[src/rtl/pwm_capture.sv]
`timescale 1ns/1ps
// pwm_capture: measures period and high time (in clk cycles) of an
// asynchronous PWM input. One sample is produced per rising edge after the
// first. Inputs with 0% or 100% duty are reported through timeout and
// stuck_level.
// Optional build macro PWM_CAPTURE_DEGLITCH_EN inserts a majority-free
// run-length filter after the synchroniser that rejects pulses shorter than
// DEGLITCH_CYCLES cycles.
module pwm_capture #(
  parameter int WIDTH           = 8,
  parameter int SYNC_STAGES     = 2,
  parameter int DEGLITCH_CYCLES = 3
) (
  input  logic             clk,
  input  logic             reset_n,
  input  logic             enable,
  input  logic             pwm_in,
  output logic [WIDTH:0]   period_out,
  output logic [WIDTH:0]   high_out,
  output logic             sample_valid,
  output logic             timeout,
  output logic             stuck_level
);

  typedef enum logic [1:0] {
    ST_IDLE    = 2'd0,
    ST_MEASURE = 2'd1,
    ST_TIMEOUT = 2'd2
  } state_t;

  // Longest measurable period; reaching it without a rise means timeout.
  localparam logic [WIDTH:0] CNT_MAX = {1'b1, {WIDTH{1'b0}}};
  localparam logic [WIDTH:0] CNT_ONE = {{WIDTH{1'b0}}, 1'b1};

  // Reject illegal configurations at elaboration.
  if (SYNC_STAGES < 2 || DEGLITCH_CYCLES < 2) begin : g_param_check
    $error("pwm_capture: SYNC_STAGES and DEGLITCH_CYCLES must be >= 2");
  end

  logic [SYNC_STAGES-1:0] sync_r;
  logic                   raw_s;
  logic                   pwm_s;
  logic                   pwm_d_r;
  logic                   rise_s;

  state_t                 state_r;
  state_t                 state_nxt_s;

  logic [WIDTH:0]         per_cnt_r;
  logic [WIDTH:0]         high_cnt_r;
  logic [WIDTH:0]         per_cnt_nxt_s;
  logic [WIDTH:0]         high_cnt_nxt_s;
  logic [WIDTH:0]         period_nxt_s;
  logic [WIDTH:0]         high_nxt_s;
  logic                   valid_nxt_s;
  logic                   timeout_nxt_s;
  logic                   stuck_nxt_s;

  // Synchroniser chain for the asynchronous PWM input; runs even when disabled.
  always_ff @(posedge clk or negedge reset_n) begin
    if (!reset_n) begin
      sync_r <= '0;
    end else begin
      sync_r <= {sync_r[SYNC_STAGES-2:0], pwm_in};
    end
  end

  assign raw_s = sync_r[SYNC_STAGES-1];

`ifdef PWM_CAPTURE_DEGLITCH_EN
  localparam int DG_W = $clog2(DEGLITCH_CYCLES);
  localparam logic [DG_W-1:0] DG_LAST = DG_W'(DEGLITCH_CYCLES - 1);

  logic            filt_r;
  logic [DG_W-1:0] dg_cnt_r;

  // Filtered level follows the synchroniser only after DEGLITCH_CYCLES
  // consecutive disagreeing samples; any agreeing sample restarts the run.
  always_ff @(posedge clk or negedge reset_n) begin
    if (!reset_n) begin
      filt_r   <= 1'b0;
      dg_cnt_r <= '0;
    end else if (raw_s == filt_r) begin
      dg_cnt_r <= '0;
    end else if (dg_cnt_r == DG_LAST) begin
      filt_r   <= raw_s;
      dg_cnt_r <= '0;
    end else begin
      dg_cnt_r <= dg_cnt_r + DG_W'(1);
    end
  end

  assign pwm_s = filt_r;
`else
  assign pwm_s = raw_s;
`endif

  // One-cycle delayed copy of the conditioned input for edge detection.
  always_ff @(posedge clk or negedge reset_n) begin
    if (!reset_n) begin
      pwm_d_r <= 1'b0;
    end else begin
      pwm_d_r <= pwm_s;
    end
  end

  assign rise_s = pwm_s & ~pwm_d_r;

  // FSM state register.
  always_ff @(posedge clk or negedge reset_n) begin
    if (!reset_n) begin
      state_r <= ST_IDLE;
    end else begin
      state_r <= state_nxt_s;
    end
  end

  // FSM next state: a rise always wins over the timeout condition.
  always_comb begin
    state_nxt_s = state_r;
    if (!enable) begin
      state_nxt_s = ST_IDLE;
    end else begin
      case (state_r)
        ST_IDLE: begin
          if (rise_s) state_nxt_s = ST_MEASURE;
          else        state_nxt_s = ST_IDLE;
        end
        ST_MEASURE: begin
          if (rise_s)                   state_nxt_s = ST_MEASURE;
          else if (per_cnt_r == CNT_MAX) state_nxt_s = ST_TIMEOUT;
          else                          state_nxt_s = ST_MEASURE;
        end
        ST_TIMEOUT: begin
          if (rise_s) state_nxt_s = ST_MEASURE;
          else        state_nxt_s = ST_TIMEOUT;
        end
        default: state_nxt_s = ST_IDLE;
      endcase
    end
  end

  // FSM outputs: next values of counters and of the registered outputs.
  always_comb begin
    per_cnt_nxt_s  = per_cnt_r;
    high_cnt_nxt_s = high_cnt_r;
    period_nxt_s   = period_out;
    high_nxt_s     = high_out;
    valid_nxt_s    = 1'b0;
    timeout_nxt_s  = timeout;
    stuck_nxt_s    = stuck_level;
    if (!enable) begin
      per_cnt_nxt_s  = '0;
      high_cnt_nxt_s = '0;
      timeout_nxt_s  = 1'b0;
    end else begin
      case (state_r)
        ST_IDLE: begin
          timeout_nxt_s = 1'b0;
          if (rise_s) begin
            // First edge only starts a period; the preceding one was partial.
            per_cnt_nxt_s  = CNT_ONE;
            high_cnt_nxt_s = CNT_ONE;
          end else begin
            per_cnt_nxt_s  = '0;
            high_cnt_nxt_s = '0;
          end
        end
        ST_MEASURE: begin
          if (rise_s) begin
            period_nxt_s   = per_cnt_r;
            high_nxt_s     = high_cnt_r;
            valid_nxt_s    = 1'b1;
            per_cnt_nxt_s  = CNT_ONE;
            high_cnt_nxt_s = CNT_ONE;
          end else if (per_cnt_r == CNT_MAX) begin
            // Counters freeze here, so they can never wrap.
            timeout_nxt_s = 1'b1;
            stuck_nxt_s   = pwm_s;
          end else begin
            per_cnt_nxt_s  = per_cnt_r + CNT_ONE;
            high_cnt_nxt_s = high_cnt_r + {{WIDTH{1'b0}}, pwm_s};
          end
        end
        ST_TIMEOUT: begin
          if (rise_s) begin
            // Period after a stuck input is partial: restart without a sample.
            timeout_nxt_s  = 1'b0;
            per_cnt_nxt_s  = CNT_ONE;
            high_cnt_nxt_s = CNT_ONE;
          end else begin
            timeout_nxt_s = 1'b1;
          end
        end
        default: begin
          per_cnt_nxt_s  = '0;
          high_cnt_nxt_s = '0;
          timeout_nxt_s  = 1'b0;
        end
      endcase
    end
  end

  // Counter and output registers.
  always_ff @(posedge clk or negedge reset_n) begin
    if (!reset_n) begin
      per_cnt_r    <= '0;
      high_cnt_r   <= '0;
      period_out   <= '0;
      high_out     <= '0;
      sample_valid <= 1'b0;
      timeout      <= 1'b0;
      stuck_level  <= 1'b0;
    end else begin
      per_cnt_r    <= per_cnt_nxt_s;
      high_cnt_r   <= high_cnt_nxt_s;
      period_out   <= period_nxt_s;
      high_out     <= high_nxt_s;
      sample_valid <= valid_nxt_s;
      timeout      <= timeout_nxt_s;
      stuck_level  <= stuck_nxt_s;
    end
  end

endmodule

[config.mk]
export PLATFORM = sky130hd
export DESIGN_NAME = pwm_capture
export DESIGN_NICKNAME = d
export VERILOG_FILES = /design/src/rtl/pwm_capture.sv
export SDC_FILE = /design/constraint.sdc
export NUM_CORES = 1
export LEC_CHECK = 0
export BUFFER_PORTS_ARGS = -buffer_cell sky130_fd_sc_hd__buf_2
export CAP_MARGIN = 10
export CORE_MARGIN = 1.5
export CORE_UTILIZATION = 54
export DETAILED_ROUTE_END_ITERATION = 8
export PLACE_DENSITY = 0.75
export SLEW_MARGIN = 20
export SYNTH_ARGS = -nofsm -noshare
export SYNTH_HDL_FRONTEND = slang
export SYNTH_SLANG_ARGS = --single-unit
[constraint.sdc]
create_clock -name clk -period 2.52 [get_ports clk]
set_input_delay 0.126 -clock clk [delete_from_list [all_inputs] [get_ports clk]]
set_output_delay 0.126 -clock clk [all_outputs]
set_load 0.05 [all_outputs]
==> impl_results.md, run 1 <==
* Status: complete, no violations
* Synthesis-stage register bit count at 44
* Sw Ratio at 22.5%
* Comb pwr share at 6.6%
* FP Rows at 22
* Synth Area in Adders at under 10%
* Leakage at between 0.001 and 0.0015 µW
* Reg2reg end: per_cnt_r[8]$_DFFE_PN0P_
* Clock slew at reported path FFs at about 0.080 ns
* Yosys cell types at 30
* Top Ports at 25
* Clock power share at 39.2%
* R2R Path Start: per_cnt_r[0]$_DFFE_PN0P_
* Top area cells in the synthesized netlist: dfrtp_1 52%, mux2_2 8.6%, o21ai_0 5.0%, a31oi_1 4.8%, ha_1 4.8%
* Post-synthesis xor/xnor area fraction at 0%
* Sequential fraction of design power at 54.2%
* Cell count after synthesis at around 190
* P_sw at 301 µW
* Pwr dens at between 500 and 600 mW/mm²
* YS warnings at 0
* Cell taking the most area after synthesis: dfrtp_1
* WL per Instance at 14.8 µm
* Post-Syn Area per Cell at 10.9 µm²
* Worst stage delay on the critical path at 0.56 ns
* Setup TNS at 0 ns
* First-pass DRT Iterations at 4
* Final setup violation count at 0
* CTS sink count at 44
* RSZ-0062 raised after global routing: no
* Multiplexer share of the synthesized area at under 10%
* Post-synth top area share at 52.3%
* Routed WL at 4.00 mm
* Syn nets at between 200 and 250
* GRT Resource Usage Total at 21.5%
* CP max stage cell: or4bb_1
* Die width at 65.4 µm
* Synthesis-to-layout area growth at 13.8%
* Slew HR at between 30% and 40%
* Vias per std cell at 5.85
* DRT iter0 DRCs at 93
* Final Critical Period at approximately 2.3 ns
* Filler instances at 301
* Final core occ at 64.9%
* Period utilization at 92.6%
* Die Y at 65.4 µm
* DRC viols at 0
* Root Driver: clkbuf_8
* Mapped cell area at 0.00210 mm²
* Reg2reg path depth at 6
* Pre-CTS setup slack at 0.169 ns
* Buf+Inv Stages, Crit Path at 1
* H-tree depth at 2
* Overflow after GRT at 0
* Largest family of logic cells by synthesized area: simple AND/OR/NAND/NOR gates
* Crit path DAT at 2.55 ns
* Clock Latency Late Sink at around 0.3 ns
* Flop2flop setup slack at approximately 0.19 ns
* Port bufs at 24
* Seq/Total Area, Yosys at 52.3%
* Top Family by Delay on Critical Path: simple AND/OR/NAND/NOR gates
* Max-slew violations at 0
* TritonCTS clock tree: built
* Routed via count at 1580
* Total of max-cap violations at 0
* Cell breakdown of the critical path: inv_1 > ha_1 > or4bb_1 > nor4_4 > nor2_2 > a31oi_2
* Worst Setup End Kind: flip-flop
* Post-DRT Antenna Nets at 0
* Vias in the first global route at 1520
* Least-Margin Pin Slew at 0.936 ns
* Maximum fanout along the worst path at 13
* DPL Wire Length at 2.76 mm
* Nets at 233
* Data required time of the critical path at about 2.7 ns
* CTS max path bufs at 2
* Max Clock Freq at 429 MHz
* WHS Endpoint: timeout$_DFFE_PN0P_
* Startpoint types: flip-flop
* Area fraction in compound gates after synthesis at 13.7%
* GPL Wtd Cong at 0.816
* Hold_ws at 0.163 ns
* Synth Area in Simple Gates at 16.6%
* Final count of hold timing violations at 0
* Total CTS buffers at 5
* Final Non-Filler Cells at 270
* Die area at 0.00428 mm²
* Hold path depth at 3
* Hold path startpoint: enable
* First-pass GRT wire length at between 7 and 8 mm
* Maximum VDD drop at 0.000282 V
* Hold/Removal Path Class: in -> reg
* P_int at 1040 µW
* Diode count at 0
* Initial antenna violation count at 0
* WS Path Type: reg -> reg
* Skew final at between 0.006 and 0.007 ns
* Fraction of layout cells with a size suffix above 1 at 26.6%
* Core area at 0.00369 mm²
* Largest net degree at the start of global routing at 45
* Initial Util at 57.1%
* Final WS setup at about 0.19 ns
* Post-Place Cells at 260
## layout make-up
type	count	area, µm²	share of cell area, %
sequential	44	1100	46.0
multi-input combinational	131	918	38.3
timing repair buffer	31	178	7.42
clock buffer	6	72.6	3.03
tap	48	60.1	2.51
clock inverter	2	35.0	1.46
inverter	8	30.0	1.25
## power by group through the flow
stage	logic, µW	registers (µW)	clock network, µW
after floorplan	35.2	755	0
after global placement	84.2	738	0
after detailed placement	86.4	739	0
after CTS	88.9	725	547
after global routing	97.7	727	568
final	87.6	725	524
## registers in the layout, indices dropped and copies added (netlist names)
| signal | count |
|---|---|
| high_cnt_r | 9 |
| high_out | 9 |
| per_cnt_r | 9 |
| period_out | 9 |
| state_r | 2 |
| sync_r | 2 |
| pwm_d_r | 1 |
| sample_valid | 1 |
| stuck_level | 1 |
| timeout | 1 |
## layer usage
layer	vias to the layer above	routed length, µm	global-route usage [%]
li1	760	-	-
met1	777	1790	28.9
met2	36	1950	33.4
met3	7	189	5.48
met4	0	68	8.59
met5	-	0	0
## cells in the final DEF, fill, tap and decap left out, types with 6 or more instances in the layout
master    instances
dfrtp_1          44
buf_2            24
o21ai_0          21
a31oi_1          16
mux2_2           16
nand2_1          11
nand2b_1          9
inv_1             8
a21oi_1           8
nand3_1           8
ha_1              8
nor2_1            6
nand4_1           6
## stage by stage
stage          power [µW]  instance area (µm²)
2_1_floorplan         790                 2100
3_3_place_gp          823                 2270
3_5_place_dp          826                 2270
4_1_cts              1360                 2390
5_1_grt              1390                 2390
6_report             1340                 2390
## tightest hold or removal path, delay by kind of cell
kind / cells / cell delay [ns]
buffers and inverters: 1 / 0.13
and+or+nand+nor: 1 / 0.08
AOI/OAI and AO/OA: 1 / 0.08
## cells in the mapped netlist, drive strengths merged
cell type,number
dfrtp,44
o21ai,21
a31oi,18
mux2,16
nand2,11
nand2b,9
a21oi,8
ha,8
inv,8
nand3,8
nor2,7
nand4,6
and3,5
buf,5
clkbuf,5
a41oi,2
nand4bb,2
nor2b,2
nor4,2
and2,1
nor3,1
or2,1
or3,1
or4,1
or4bb,1
## how the worst max path moves through the flow
stage | depth (start not counted) | slack (ns) | endpoint | start
after global routing | 6 | 0.03 | per_cnt_r[3]$_DFFE_PN0P_ | per_cnt_r[0]$_DFFE_PN0P_
after detailed placement | 6 | 0.17 | high_cnt_r[5]$_DFFE_PN0P_ | per_cnt_r[0]$_DFFE_PN0P_
after floorplan | 5 | 0.44 | stuck_level$_DFFE_PN0P_ | per_cnt_r[0]$_DFFE_PN0P_
final | 6 | 0.19 | per_cnt_r[8]$_DFFE_PN0P_ | per_cnt_r[0]$_DFFE_PN0P_
after global placement | 6 | 0.30 | per_cnt_r[7]$_DFFE_PN0P_ | per_cnt_r[0]$_DFFE_PN0P_
after CTS | 6 | 0.15 | per_cnt_r[8]$_DFFE_PN0P_ | per_cnt_r[0]$_DFFE_PN0P_
## timing repair
| item | 4_1_cts | 5_1_grt |
|---|---|---|
| hold endpoints to repair | 45 | 0 |
| resized for setup | 0 | 0 |
| setup buffers | 0 | 0 |
| hold buffers | 2 | 0 |
| endpoints found under the setup margin | 0 | 1 |
## kinds of logic after synthesis
family	Yosys count
AOI/OAI and AO/OA	49
and+or+nand+nor	58
DFF	44
buffers and inverters	18
muxes	16
adders and majority gates	8
Note: power is estimated with default switching activity, not from simulation.
==> run 2, diff against run 1 <==
--- a/config.mk
+++ b/config.mk
@@ -8,9 +8,9 @@
 export BUFFER_PORTS_ARGS = -buffer_cell sky130_fd_sc_hd__buf_2
 export CAP_MARGIN = 10
 export CORE_MARGIN = 1.5
-export CORE_UTILIZATION = 54
+export CORE_UTILIZATION = 57
 export DETAILED_ROUTE_END_ITERATION = 8
-export PLACE_DENSITY = 0.75
+export PLACE_DENSITY = 0.78
 export SLEW_MARGIN = 20
 export SYNTH_ARGS = -nofsm -noshare
 export SYNTH_HDL_FRONTEND = slang
==> impl_results.md, run 2 (synthesized netlist as in run 1, its figures left out) <==
* P_int at 929 µW (-10%)
* Synthesis-to-layout area growth at 11.8%
* Largest net degree at the start of global routing at 45 (unchanged)
* Startpoint types: flip-flop
* Final setup violation count at 0 (unchanged)
* Die area at 0.00407 mm² (-5.0%)
* Hold_ws at -0.0336 ns (-0.197 ns)
* P_sw at 285 µW (-5.1%)
* Pwr dens at 516 mW/mm² (-7.5%)
* Maximum VDD drop at 0.000352 V (+25%)
* Vias in the first global route at 1585 (+4.3%)
* Post-route cell area at 0.00235 mm² (-1.8%)
* DRT iter0 DRCs at 79 (-15%)
* Buf+Inv Stages, Crit Path at 1 (unchanged)
* Period utilization at 90.2% (-2.4 points)
* Total CTS buffers at 5 (unchanged)
* Crit path DAT at 2.49 ns (-0.06 ns)
* Most frequent cells in the layout: 44 x dfrtp_1, 24 x buf_2, 21 x o21ai_0
* Initial Util at 61.1% (+4.1 points)
* Worst stage delay on the critical path at 0.54 ns (-0.02 ns)
* Clock power share at 33.3% (-5.9 points)
* Final core occ at 68.3% (+3.4 points)
* Setup TNS at 0 ns (unchanged)
* Worst Setup End Kind: flip-flop
* Status: finished with violations
* CTS max path bufs at 2 (unchanged)
* Maximum fanout along the worst path at 13 (unchanged)
* Reg2reg end: per_cnt_r[5]$_DFFE_PN0P_
* Clock slew at reported path FFs at 0.07 ns (about the same)
* Least-Margin Pin Slew at 0.941 ns (+0.00478 ns)
* Data required time of the critical path at 2.74 ns (about the same)
* TritonCTS clock tree: built
* Routed via count at 1566 (-0.89%)
* H-tree depth at 2 (unchanged)
* Cell breakdown of the critical path: inv_1 > ha_1 > or4bb_1 > nor4_4 > nor2_2 > a31oi_1
* Top Ports at 25 (unchanged)
* Vias per std cell at 5.89 (+0.60%)
* Post-Place Cells at 258 (-0.77%)
* Final Critical Period at 2.27 ns (-0.0600 ns)
* Overflow after GRT at 0 (unchanged)
* Pre-CTS setup slack at 0.266 ns (+0.0977 ns)
* GPL Wtd Cong at 0.990 (+21%)
* Sw Ratio at 23.5% (+1.0 points)
* Skew final at 0.00480 ns (-0.00148 ns)
* RSZ-0062 raised after global routing: no
* Hold/Removal Path Class: in -> async
* First-pass GRT wire length at 6.98 mm (-1.5%)
* Nets at 232 (-0.43%)
* Port bufs at 24 (unchanged)
* Max-slew violations at 0 (unchanged)
* Diode count at 0 (unchanged)
* Slew HR at 37.3% (-0.32 points)
* Post-DRT Antenna Nets at 0 (unchanged)
* GRT Resource Usage Total at 22.1% (+0.56 points)
* DPL Wire Length at 2.86 mm (+4.0%)
* Final WS setup at 0.247 ns (+0.0600 ns)
* First-pass DRT Iterations at 4 (unchanged)
* Core area at 0.00344 mm² (-6.7%)
* Final count of hold timing violations at 44 (+44)
* CTS sink count at 44 (unchanged)
* WS Path Type: reg -> reg
* Final Non-Filler Cells at 266 (-1.5%)
* Top Family by Delay on Critical Path: simple AND/OR/NAND/NOR gates
* Leakage at 0.00115 µW (-1.5%)
* Sequential fraction of design power at 59.7% (+5.5 points)
* CTS resizes at 0 (unchanged)
* Max Clock Freq at 440 MHz (+2.6%)
* Failing checks: hold timing
* Fraction of layout cells with a size suffix above 1 at 26.4% (-0.21 points)
* Initial antenna violation count at 0 (unchanged)
* FP Rows at 21 (-4.5%)
* Flop2flop setup slack at 0.25 ns (+0.06 ns)
* Cell area after placement at 0.00226 mm² (-0.11%)
* R2R Path Start: per_cnt_r[0]$_DFFE_PN0P_
* Most common cell after layout, fill and taps aside: dfrtp_1
* Die width at 63.8 µm (-2.6%)
* Die Y at 63.8 µm (-2.6%)
* Reg2reg path depth at 6 (unchanged)
* Clock Latency Late Sink at 0.30 ns (about the same)
* CP max stage cell: or4bb_1
* DRC viols at 0 (unchanged)
* Comb pwr share at 7.0% (+0.4 points)
* Total of max-cap violations at 0 (unchanged)
* Root Driver: clkbuf_8
* Routed WL at 3.98 mm (-0.57%)
* WL per Instance at 15.0 µm (+0.92%)
run 2: cell types whose count changed in the layout (fill, tap and decap cells not counted):
cell	before	now
dlygate4sd3_1	2	1
bufinv_16	1	0
run 2: final cells by class:
| cell class | instances | area, µm² |
|---|---|---|
| clock inverter | 1 | 5.00 |
| sequential | 44 | 1100 |
| timing repair buffer | 30 | 168 |
| fill | 283 | 1090 |
| clock buffer | 6 | 72.6 |
| tap | 46 | 57.6 |
| inverter | 8 | 30.0 |
| multi-input combinational | 131 | 918 |
run 2: per-stage QoR:
stage	total power, µW	hold slack (ns)
2_1_floorplan	790	-0.170
3_3_place_gp	821	0.236
4_1_cts	1230	0.00817
6_report	1210	-0.0336
5_1_grt	1260	0.0561
3_5_place_dp	824	0.236
run 2: how the worst max path moves through the flow:
stage	start	end	slack [ns]	cells after the start
finish	per_cnt_r[0]$_DFFE_PN0P_	per_cnt_r[5]$_DFFE_PN0P_	0.25	6
global route	per_cnt_r[0]$_DFFE_PN0P_	high_cnt_r[4]$_DFFE_PN0P_	0.10	6
CTS	per_cnt_r[0]$_DFFE_PN0P_	per_cnt_r[3]$_DFFE_PN0P_	0.25	6
detailed placement	per_cnt_r[0]$_DFFE_PN0P_	per_cnt_r[3]$_DFFE_PN0P_	0.27	6
global placement	per_cnt_r[0]$_DFFE_PN0P_	high_cnt_r[6]$_DFFE_PN0P_	0.35	6
floorplan	per_cnt_r[0]$_DFFE_PN0P_	stuck_level$_DFFE_PN0P_	0.44	5
run 2: layer usage:
layer,share of wire [%],GRT usage (%),up-vias
met5,0,0,-
met4,1.4,8.15,0
met3,4.6,5.81,4
met2,49,36.6,51
met1,44,27.9,758
li1,-,-,753
run 2: repair_timing:
action | in CTS | in global routing
endpoints found under the hold margin | 1 | 0
setup endpoints to repair | 0 | 0
buffers inserted | 0 | 0
hold buffers | 1 | 0
run 2: power groups by stage:
stage / clock, µW / sequential, µW / combinational [µW]
floorplan: 0 / 755 / 35.2
global placement: 0 / 738 / 82.7
detailed placement: 0 / 739 / 84.8
CTS: 416 / 725 / 86.2
global route: 443 / 727 / 94.2
finish: 404 / 725 / 85.2
